===== config.mk =====
export PLATFORM = sky130hd
export DESIGN_NAME = ps2_key_encoder_tx_flat
export DESIGN_NICKNAME = d
export VERILOG_FILES = /design/src/rtl/ps2_pkg.sv /design/src/rtl/ps2_key_encoder_tx_if.sv /design/src/rtl/ps2_frame_tx.sv /design/src/rtl/ps2_key_encoder_tx.sv /design/src/flat_wrapper.sv
export SDC_FILE = /design/constraint.sdc
export NUM_CORES = 1
export LEC_CHECK = 0
export ABC_AREA = 1
export BUFFER_PORTS_ARGS = -buffer_cell sky130_fd_sc_hd__buf_2
export CAP_MARGIN = 10
export CORE_ASPECT_RATIO = 1.75
export CORE_MARGIN = 3
export CORE_UTILIZATION = 50
export CTS_CLUSTER_DIAMETER = 120
export CTS_CLUSTER_SIZE = 28
export DETAILED_ROUTE_END_ITERATION = 6
export PLACE_DENSITY_LB_ADDON = 0.25
export REMOVE_ABC_BUFFERS = 1
export SYNTH_ARGS = -nofsm -noshare
export SYNTH_HDL_FRONTEND = slang
export SYNTH_HIERARCHICAL = 1
export SYNTH_SLANG_ARGS = --single-unit

===== constraint.sdc =====
create_clock -name clk -period 5.3 [get_ports clk]
set_input_delay 0.265 -clock clk [delete_from_list [all_inputs] [get_ports clk]]
set_output_delay 0.265 -clock clk [all_outputs]
set_load 0.1 [all_outputs]

===== src/rtl/ps2_pkg.sv =====
// Shared PS/2 constants: WASD direction encodings, Set-2 scan codes and transmitter state types.
// The direction and scan-code constants are also used by the receive-side mapper.
package ps2_pkg;

    localparam logic [3:0] DIRECTION_UP    = 4'b0001;
    localparam logic [3:0] DIRECTION_DOWN  = 4'b0010;
    localparam logic [3:0] DIRECTION_RIGHT = 4'b0100;
    localparam logic [3:0] DIRECTION_LEFT  = 4'b1000;

    localparam logic [7:0] SC_W     = 8'h1D;
    localparam logic [7:0] SC_S     = 8'h1B;
    localparam logic [7:0] SC_A     = 8'h1C;
    localparam logic [7:0] SC_D     = 8'h23;
    localparam logic [7:0] SC_BREAK = 8'hF0;

    // Keystroke-level states owned by the top level.
    typedef enum logic [1:0] {
        StIdle,
        StFrame,
        StGap
    } tx_state_e;

    // Bit-level states owned by the frame serializer.
    typedef enum logic [1:0] {
        StFrIdle,
        StBitHi,
        StBitLo
    } frame_state_e;

    function automatic int unsigned cnt_width(int unsigned a, int unsigned b);
        int unsigned m;
        m = (a > b) ? a : b;
        return $clog2(m + 1);
    endfunction

    function automatic logic [7:0] dir_to_scan(logic [3:0] dir);
        logic [7:0] code;
        case (dir)
            DIRECTION_UP:    code = SC_W;
            DIRECTION_DOWN:  code = SC_S;
            DIRECTION_RIGHT: code = SC_D;
            DIRECTION_LEFT:  code = SC_A;
            default:         code = 8'h00;
        endcase
        return code;
    endfunction

endpackage


===== src/rtl/ps2_key_encoder_tx_if.sv =====
// Command handshake and PS/2 line bundle between a command source and the keyboard emulator.
interface ps2_key_encoder_tx_if;

    logic [3:0] key_command;
    logic       cmd_valid;
    logic       cmd_ready;
    logic       ps2_clk;
    logic       ps2_data;
    logic       busy;

    modport master (
        output key_command,
        output cmd_valid,
        input  cmd_ready,
        input  ps2_clk,
        input  ps2_data,
        input  busy
    );

    modport slave (
        input  key_command,
        input  cmd_valid,
        output cmd_ready,
        output ps2_clk,
        output ps2_data,
        output busy
    );

endinterface


===== src/rtl/ps2_frame_tx.sv =====
// Serializes one byte as an 11-bit PS/2 device frame: start 0, 8 data bits LSB first,
// odd parity, stop 1. Each bit is driven while ps2_clk is high and held through the low half.
module ps2_frame_tx
    import ps2_pkg::*;
#(
    parameter int unsigned CLK_HALF = 2500,
    parameter int unsigned CNT_W    = 12
) (
    input  logic       clk,
    input  logic       rst,
    input  logic       start,
    input  logic [7:0] tx_byte,
    output logic       done,
    output logic       ps2_clk,
    output logic       ps2_data
);

    localparam logic [CNT_W-1:0] HalfLast = CNT_W'(CLK_HALF - 1);
    localparam logic [3:0]       LastBit  = 4'd10;

    frame_state_e     state_q, state_d;
    logic [CNT_W-1:0] cnt_q, cnt_d;
    logic [3:0]       bit_q, bit_d;
    logic [10:0]      shift_q, shift_d;

    always_ff @(posedge clk) begin
        if (rst) begin
            state_q <= StFrIdle;
            cnt_q   <= '0;
            bit_q   <= '0;
            shift_q <= '1;
        end else begin
            state_q <= state_d;
            cnt_q   <= cnt_d;
            bit_q   <= bit_d;
            shift_q <= shift_d;
        end
    end

    always_comb begin
        state_d  = state_q;
        cnt_d    = cnt_q + CNT_W'(1);
        bit_d    = bit_q;
        shift_d  = shift_q;
        done     = 1'b0;
        ps2_clk  = 1'b1;
        ps2_data = 1'b1;
        unique case (state_q)
            StFrIdle: begin
                cnt_d = '0;
                if (start) begin
                    state_d = StBitHi;
                    bit_d   = '0;
                    shift_d = {1'b1, ~^tx_byte, tx_byte, 1'b0};
                end
            end
            StBitHi: begin
                ps2_data = shift_q[0];
                if (cnt_q == HalfLast) begin
                    state_d = StBitLo;
                    cnt_d   = '0;
                end
            end
            StBitLo: begin
                ps2_clk  = 1'b0;
                ps2_data = shift_q[0];
                if (cnt_q == HalfLast) begin
                    cnt_d = '0;
                    if (bit_q == LastBit) begin
                        state_d = StFrIdle;
                        done    = 1'b1;
                    end else begin
                        // Data only moves on entry to the high half, so the host sees it stable.
                        state_d = StBitHi;
                        bit_d   = bit_q + 4'd1;
                        shift_d = {1'b1, shift_q[10:1]};
                    end
                end
            end
            default: begin
                state_d = StFrIdle;
            end
        endcase
    end

endmodule


===== src/rtl/ps2_key_encoder_tx.sv =====
// Keyboard emulator for the WASD path: turns a one-hot direction into a full Set-2 keystroke
// (make code, 0xF0, make code) with an idle gap after every byte.
module ps2_key_encoder_tx
    import ps2_pkg::*;
#(
    parameter int unsigned CLK_HALF   = 2500,
    parameter int unsigned GAP_CYCLES = 5000
) (
    input logic                 clk,
    input logic                 rst,
    ps2_key_encoder_tx_if.slave bus
);

    localparam int unsigned      CNT_W   = cnt_width(CLK_HALF, GAP_CYCLES);
    localparam logic [CNT_W-1:0] GapLast = CNT_W'(GAP_CYCLES - 1);

    tx_state_e        state_q, state_d;
    logic [CNT_W-1:0] gap_cnt_q, gap_cnt_d;
    logic [1:0]       byte_idx_q, byte_idx_d;
    logic [7:0]       code_q, code_d;

    logic       start;
    logic [7:0] tx_byte;
    logic       frame_done;
    logic       cmd_onehot;
    logic [7:0] cmd_code;

    assign cmd_onehot = $onehot(bus.key_command);
    assign cmd_code   = dir_to_scan(bus.key_command);

    always_ff @(posedge clk) begin
        if (rst) begin
            state_q    <= StIdle;
            gap_cnt_q  <= '0;
            byte_idx_q <= '0;
            code_q     <= '0;
        end else begin
            state_q    <= state_d;
            gap_cnt_q  <= gap_cnt_d;
            byte_idx_q <= byte_idx_d;
            code_q     <= code_d;
        end
    end

    always_comb begin
        state_d    = state_q;
        gap_cnt_d  = '0;
        byte_idx_d = byte_idx_q;
        code_d     = code_q;
        start      = 1'b0;
        tx_byte    = code_q;
        unique case (state_q)
            StIdle: begin
                // Non-one-hot commands are consumed here without leaving idle.
                if (bus.cmd_valid && cmd_onehot) begin
                    state_d    = StFrame;
                    byte_idx_d = 2'd0;
                    code_d     = cmd_code;
                    start      = 1'b1;
                    tx_byte    = cmd_code;
                end
            end
            StFrame: begin
                if (frame_done) begin
                    state_d = StGap;
                end
            end
            StGap: begin
                gap_cnt_d = gap_cnt_q + CNT_W'(1);
                if (gap_cnt_q == GapLast) begin
                    gap_cnt_d = '0;
                    if (byte_idx_q == 2'd2) begin
                        state_d = StIdle;
                    end else begin
                        state_d    = StFrame;
                        byte_idx_d = byte_idx_q + 2'd1;
                        start      = 1'b1;
                        tx_byte    = (byte_idx_q == 2'd0) ? SC_BREAK : code_q;
                    end
                end
            end
            default: begin
                state_d = StIdle;
            end
        endcase
    end

    assign bus.cmd_ready = (state_q == StIdle);
    assign bus.busy      = (state_q != StIdle);

    ps2_frame_tx #(
        .CLK_HALF (CLK_HALF),
        .CNT_W    (CNT_W)
    ) u_frame_tx (
        .clk      (clk),
        .rst      (rst),
        .start    (start),
        .tx_byte  (tx_byte),
        .done     (frame_done),
        .ps2_clk  (bus.ps2_clk),
        .ps2_data (bus.ps2_data)
    );

endmodule


===== src/flat_wrapper.sv =====
// flat-port wrapper written by rule: the top's interface ports become plain ports
module ps2_key_encoder_tx_flat import ps2_pkg::*;
#(
    parameter int unsigned CLK_HALF   = 2500,
    parameter int unsigned GAP_CYCLES = 5000
)
  (clk, rst, bus_key_command, bus_cmd_valid, bus_cmd_ready, bus_ps2_clk, bus_ps2_data, bus_busy);
  ps2_key_encoder_tx_if bus_i ();
  input logic clk;
  input logic rst;
  input wire logic [$bits(bus_i.key_command)-1:0] bus_key_command;
  input wire logic [$bits(bus_i.cmd_valid)-1:0] bus_cmd_valid;
  output wire logic [$bits(bus_i.cmd_ready)-1:0] bus_cmd_ready;
  output wire logic [$bits(bus_i.ps2_clk)-1:0] bus_ps2_clk;
  output wire logic [$bits(bus_i.ps2_data)-1:0] bus_ps2_data;
  output wire logic [$bits(bus_i.busy)-1:0] bus_busy;
  assign bus_i.key_command = bus_key_command;
  assign bus_i.cmd_valid = bus_cmd_valid;
  assign bus_cmd_ready = bus_i.cmd_ready;
  assign bus_ps2_clk = bus_i.ps2_clk;
  assign bus_ps2_data = bus_i.ps2_data;
  assign bus_busy = bus_i.busy;
  ps2_key_encoder_tx #(.CLK_HALF(CLK_HALF), .GAP_CYCLES(GAP_CYCLES)) u_core (.clk(clk), .rst(rst), .bus(bus_i));
endmodule

Word level (Yosys, flattened, before mapping)
Index checks and enable logic that the tools add are counted.
- register bits after elaboration: 55
- input port bits: 7
- output and inout bits: 4
- logic and storage cells: 90
- add/subtract/negate cells: 7
- equal/unequal tests: 21
- mux-type cells: 39
- bitwise operators: 1
- reductions and logical operators: 14
- operator list (operator ; number):
    $mux W11 ; 3
    $mux W8 ; 4
    $add A13 B1 Y13 const B ; 2
    $pmux W13 S2 ; 1
    $pmux W6 S4 ; 1
    $pmux W11 S2 ; 1
    $mux W2 ; 9
    $pmux W8 S2 ; 1
    $eq A13 B12 Y1 const B ; 1
    $eq A13 B13 Y1 const B ; 1
    $mux W13 ; 1
    $mux W4 ; 3
    $pmux W2 S3 ; 2
    $mux W1 ; 10
    $eq A4 B4 Y1 const B ; 2
    $ne A2 B1 Y1 const B ; 4
    $ne A2 B2 Y1 const B ; 4
    $pmux W4 S2 ; 1
    $reduce_and A4 Y1 ; 2
    $reduce_xnor A8 Y1 ; 1
    $eq A2 B2 Y1 const B ; 3
    $logic_not A2 Y1 ; 3
    $reduce_and A3 Y1 ; 2
    $reduce_bool A2 Y1 ; 3
    other kinds (15) ; 17

Logic depth before layout (Yosys ltp)
- depth in word-level cells: 9
- mapped depth: 22
- gate-level depth less buffers: 22

Hierarchy
The synthesis kept the hierarchy.
- by module, submodules not included (module ; instances ; cells each ; area an instance (µm²) ; seq. area each (µm²)):
    ps2_frame_tx ; 1 ; 261 ; 1725.4 ; 580.6
    ps2_key_encoder_tx ; 1 ; 191 ; 1430.1 ; 500.5

Least setup slack after synthesis
No wires, ideal clock.
- path type: input port to flip-flop
- from: input bus_key_command[0]
- to: register u_core.u_frame_tx.shift_q[9]
- library setup time: 0.134 ns
- arrival time: 2.571 ns
- data required time: 5.166 ns
- setup slack: 2.596 ns
- cell stages on the path: 21
- buffers on the path: 0
- cell sequence: inv_1 fa_1 inv_1 ha_1 ha_1 nor2_1 nand4_4 clkinv_4 nand2_4 o21ai_2 nand2_1 inv_1 nor2_1 nor2_1 nand2_1 nand2_1 inv_1 nand2_1 nand3_1 nand2_1 nand3_1
- cells in the longest elaborated chain, start to end: 9
- elaborated cells on any way between the ends: 18
- those cells by class: 2 x add/sub; 6 x eq/ne; 7 x mux; 3 x reduce/logical
- ends and longest elaborated chain (what ; line ; RTL):
    start: declaration ; flat_wrapper.sv:11 ; input wire logic [$bits(bus_i.key_command)-1:0] bus_key_command;
    $add A1 B1 Y2 (not written as such) ; ps2_key_encoder_tx.sv:28 ; assign cmd_onehot = $onehot(bus.key_command);
    $add A3 B3 Y3 (not written as such) ; ps2_key_encoder_tx.sv:28 ;
    $eq A3 B1 Y1 ; ps2_key_encoder_tx.sv:28 ;
    $logic_and A1 B1 Y1 ; ps2_key_encoder_tx.sv:55 ; if (bus.cmd_valid && cmd_onehot) begin
    $mux W8 (*) ; -- ;
    $pmux W8 S2 (*) ; ps2_key_encoder_tx.sv:52 ; unique case (state_q)
    net u_core.tx_byte[3] ; ps2_key_encoder_tx.sv:23 ; logic [7:0] tx_byte;
    $reduce_xnor A8 Y1 (*) ; ps2_frame_tx.sv:54 ; shift_d = {1'b1, ~^tx_byte, tx_byte, 1'b0};
    $mux W11 (*) ; ps2_frame_tx.sv:51 ; if (start) begin
    $pmux W11 S2 (*) ; ps2_frame_tx.sv:48 ; unique case (state_q)
    end signal: assignment ; ps2_frame_tx.sv:36 ; shift_q <= shift_d;
    end: declaration ; ps2_frame_tx.sv:24 ; logic [10:0] shift_q, shift_d;
Mark *: on every way through the listed nets, which the timed path passes. The rest lies on a longest branch. The select of a mux whose other input is x is not followed.
A chain may end at the register's enable or synchronous reset.

Worst setup path in the final report
- from: input bus_key_command[0]
- to: register u_core.u_frame_tx.shift_q[9]
- elaborated cells on any way between the ends: 18
- those cells by class: 2 x add/sub; 6 x eq/ne; 7 x mux; 3 x reduce/logical
- RTL lines (what ; line ; RTL):
    $add A1 B1 Y2 (not written as such) ; ps2_key_encoder_tx.sv:28 ;
    $add A3 B3 Y3 (not written as such) ; ps2_key_encoder_tx.sv:28 ;
    $eq A3 B1 Y1 ; ps2_key_encoder_tx.sv:28 ;
    $logic_and A1 B1 Y1 ; ps2_key_encoder_tx.sv:55 ;
    $mux W1 ; ps2_key_encoder_tx.sv:55 ;
    $pmux W1 S2 ; ps2_key_encoder_tx.sv:52 ;
    net u_core.start ; ps2_key_encoder_tx.sv:22 ; logic start;
    $ne A2 B1 Y1 (no source line) ; -- ;
    $reduce_and A4 Y1 (no source line) ; -- ;
The timed path passes the listed nets, and every way through them passes these cells. The select of a mux whose other input is x is not followed.

==> reports/results.ini <==
[logic_synthesis]
syn_area_per_cell_um2 = 6.98
synth_compound_area_share_pct = 7.10
synth-adder-area-share_pct = 6.58
synth-edff-count = 0
yosys.area_share.simple_pct = 38.0
synth_top_family_by_area = simple AND/OR/NAND/NOR gates
synth_seq_cells = 54
synth.area.top_cells = dfxtp_1, nand2_1, inv_1
yosys-mux-area-fraction_pct = 0
yosysTopAreaCellShare_pct = 34.3
synthCells = 452
yosysWarningCount = 6
synthXorXnorAreaFrac_pct = 2.50
synth_most_common_cell = nand2_1
yosysSeqAreaShare_pct = 34.3
synth_area_leader_cell = dfxtp_1
synthFlopType = dfxtp_1
ys_top_cells_by_count = nand2_1, inv_1, dfxtp_1, nor2_1, nand3_1
syn_area_um2 = 3160
synth_cell_type_count = 38
async_reset_ff_share_pct = 0

[power]
fin_total_pwr_mw = 1.07
powerDensity_nw_per_um2 = 321
leakagePower_nw = 1.40
worst_ir_drop_vdd_mv = 0.186

[drt]
firstDrtPassIters = 4
wire_per_inst_um = 11.0
antenna_left = 0
vias = 2680
drt_iter0_drc = 102
viasPerCell = 4.99
totalWireLength_um = 5890
drc = 0

[clock_tree]
postCtsSetupRepairBufs = 0
root_buffer = clkbuf_8
cts.htree.levels = 2
clkSinkCount = 54
cts_resized = 0
clk_latency_ns = 0.32
cts_tree = yes
path_clk_slew_ns = 0.10
cts_buffers = 5
ctsHoldBuffers = 0
clk_path_buf_depth = 2

[placement]
dp_hpwl_um = 4510
place_ws_ns = 2.07
portBuffers = 10
gp_congestion = 0.829

[floorplanning]
start_util_pct = 52.4
die_h_um = 111
num_rows = 37
fp.coreArea_um2 = 6020
ioPinCount = 11
die_area_um2 = 7340
fp.dieW_um = 66.1

[cells_and_area]
nFillCells = 621
drive_gt1_share_pct = 13.1
register_area_um2 = 1080
areaGrowthSynthToFinish_pct = 5.79
multiInputGateArea_um2 = 1710
nNetsFinal = 481
antenna-diode-count = 0

[sta]
final.setup.tns_ns = 0
finalCritPeriodShare_pct = 54.2
finClkSkew_ns = 0.0106
period_minus_slack_ns = 2.87
rsz0062_at_grt = no
hold_viol = 0
setup_slack_ns = 2.43
setup-violations-final = 0
worst_slew_pin_slew_ns = 0.777
max_freq_ghz = 0.348
slew_violations = 0
relSlewSlack_pct = 48.2

[critical_path]
critPathKind = input port to flip-flop
cp_max_fo = 18
worstPathArrival_ns = 3.05
worstSetupStartpointType = input port
worstPathRequired_ns = 5.48
cp-end-kind = flip-flop

[global_routing]
antenna_found_initial = 0
grt_max_degree = 23
grt_usage_pct = 17.7
grt_overflow = 0
grt_pass1_vias = 2606
grt_first_pass_wirelength_um = 10500

[run]
cap_violations = 0

[min_path]
hold_class = input port to flip-flop

[status]
status = completed

[state kept, by name (all words and copies together) (netlist names)]
register / cells
u_core/gap_cnt_q: 13
u_core/u_frame_tx/cnt_q: 13
u_core/code_q: 8
u_core/u_frame_tx/bit_q: 4
u_core/u_frame_tx/state_q: 2
u_core/byte_idx_q: 2
u_core/u_frame_tx/shift_q: 10
u_core/state_q: 2
[critical path, cell delays in order]
cell and delay (ns):
buf_2 0.09, inv_1 0.07, fa_1 0.53, inv_1 0.04
ha_1 0.18, ha_1 0.28, nor2_1 0.19, nand4_4 0.22
nand2_2 0.14, or2_1 0.54, nand3_4 0.29, nand2_1 0.12
nand3_1 0.08
[where the power goes]
part | total [mW] | switching [mW] | leakage (nW) | internal (mW)
clock | 0.281 | 0.140 | 0.0504 | 0.141
combinational | 0.320 | 0.230 | 0.907 | 0.0901
sequential | 0.471 | 0.0263 | 0.438 | 0.444
[cell families (layout without fill, tap and decap cells)]
logic type,count (synthesis),after routing
simple gates,247,247
buf+inv,86,93
flops,54,54
compound gates,40,40
fa+ha+maj,16,16
xor+xnor,9,9
[layer usage]
| metal | part of all wire [%] | GRT usage, % | up-vias |
|---|---|---|---|
| met5 | 0 | 0 | - |
| met3 | 1.6 | 1.83 | 13 |
| met1 | 40 | 18.4 | 1208 |
| li1 | - | - | 1431 |
| met4 | 3.0 | 8.96 | 0 |
| met2 | 55 | 33.4 | 28 |
[cells in the final DEF (no fill, tap or decap), drive strengths merged, types with 10 or more instances in the layout]
master / count
inv: 73
nand4: 19
a21oi: 20
nor2: 51
dfxtp: 54
nand3: 35
ha: 15
nand2: 124
buf: 10
o21ai: 19
nor3: 13
[area by class of cell]
cell class	count	area share, %
Sequential cell	54	32.4
Clock inverter	3	1.35
Multi-Input combinational cell	312	51.2
Timing Repair Buffer	10	1.50
Clock buffer	5	2.06
Tap cell	78	2.92
Inverter	75	8.58
[through the flow]
step                std cells  util, %  hold slack (ns)  area, um^2
floorplan                 441        -            0.331        3080
global route              537     55.5            0.305        3340
CTS                       537     55.5            0.296        3340
finish                    537     55.5            0.297        3340
detailed placement        529     53.6            0.421        3220
global placement          529     53.6            0.418        3220
[worst paths after layout]
| path | startpoint | end | slack, ns | cells past startpoint |
|---|---|---|---|---|
| setup / recovery | bus_key_command[0] | u_core/u_frame_tx/shift_q[9] | 2.43 | 13 |
| setup reg to reg | u_core/gap_cnt_q[0] | u_core/u_frame_tx/shift_q[9] | 2.98 | 9 |
| hold / removal | rst | u_core/code_q[2] | 0.30 | 2 |
| hold reg to reg | u_core/byte_idx_q[0] | u_core/byte_idx_q[0] | 0.43 | 1 |
No activity file was read; power rests on OpenSTA's default activity.
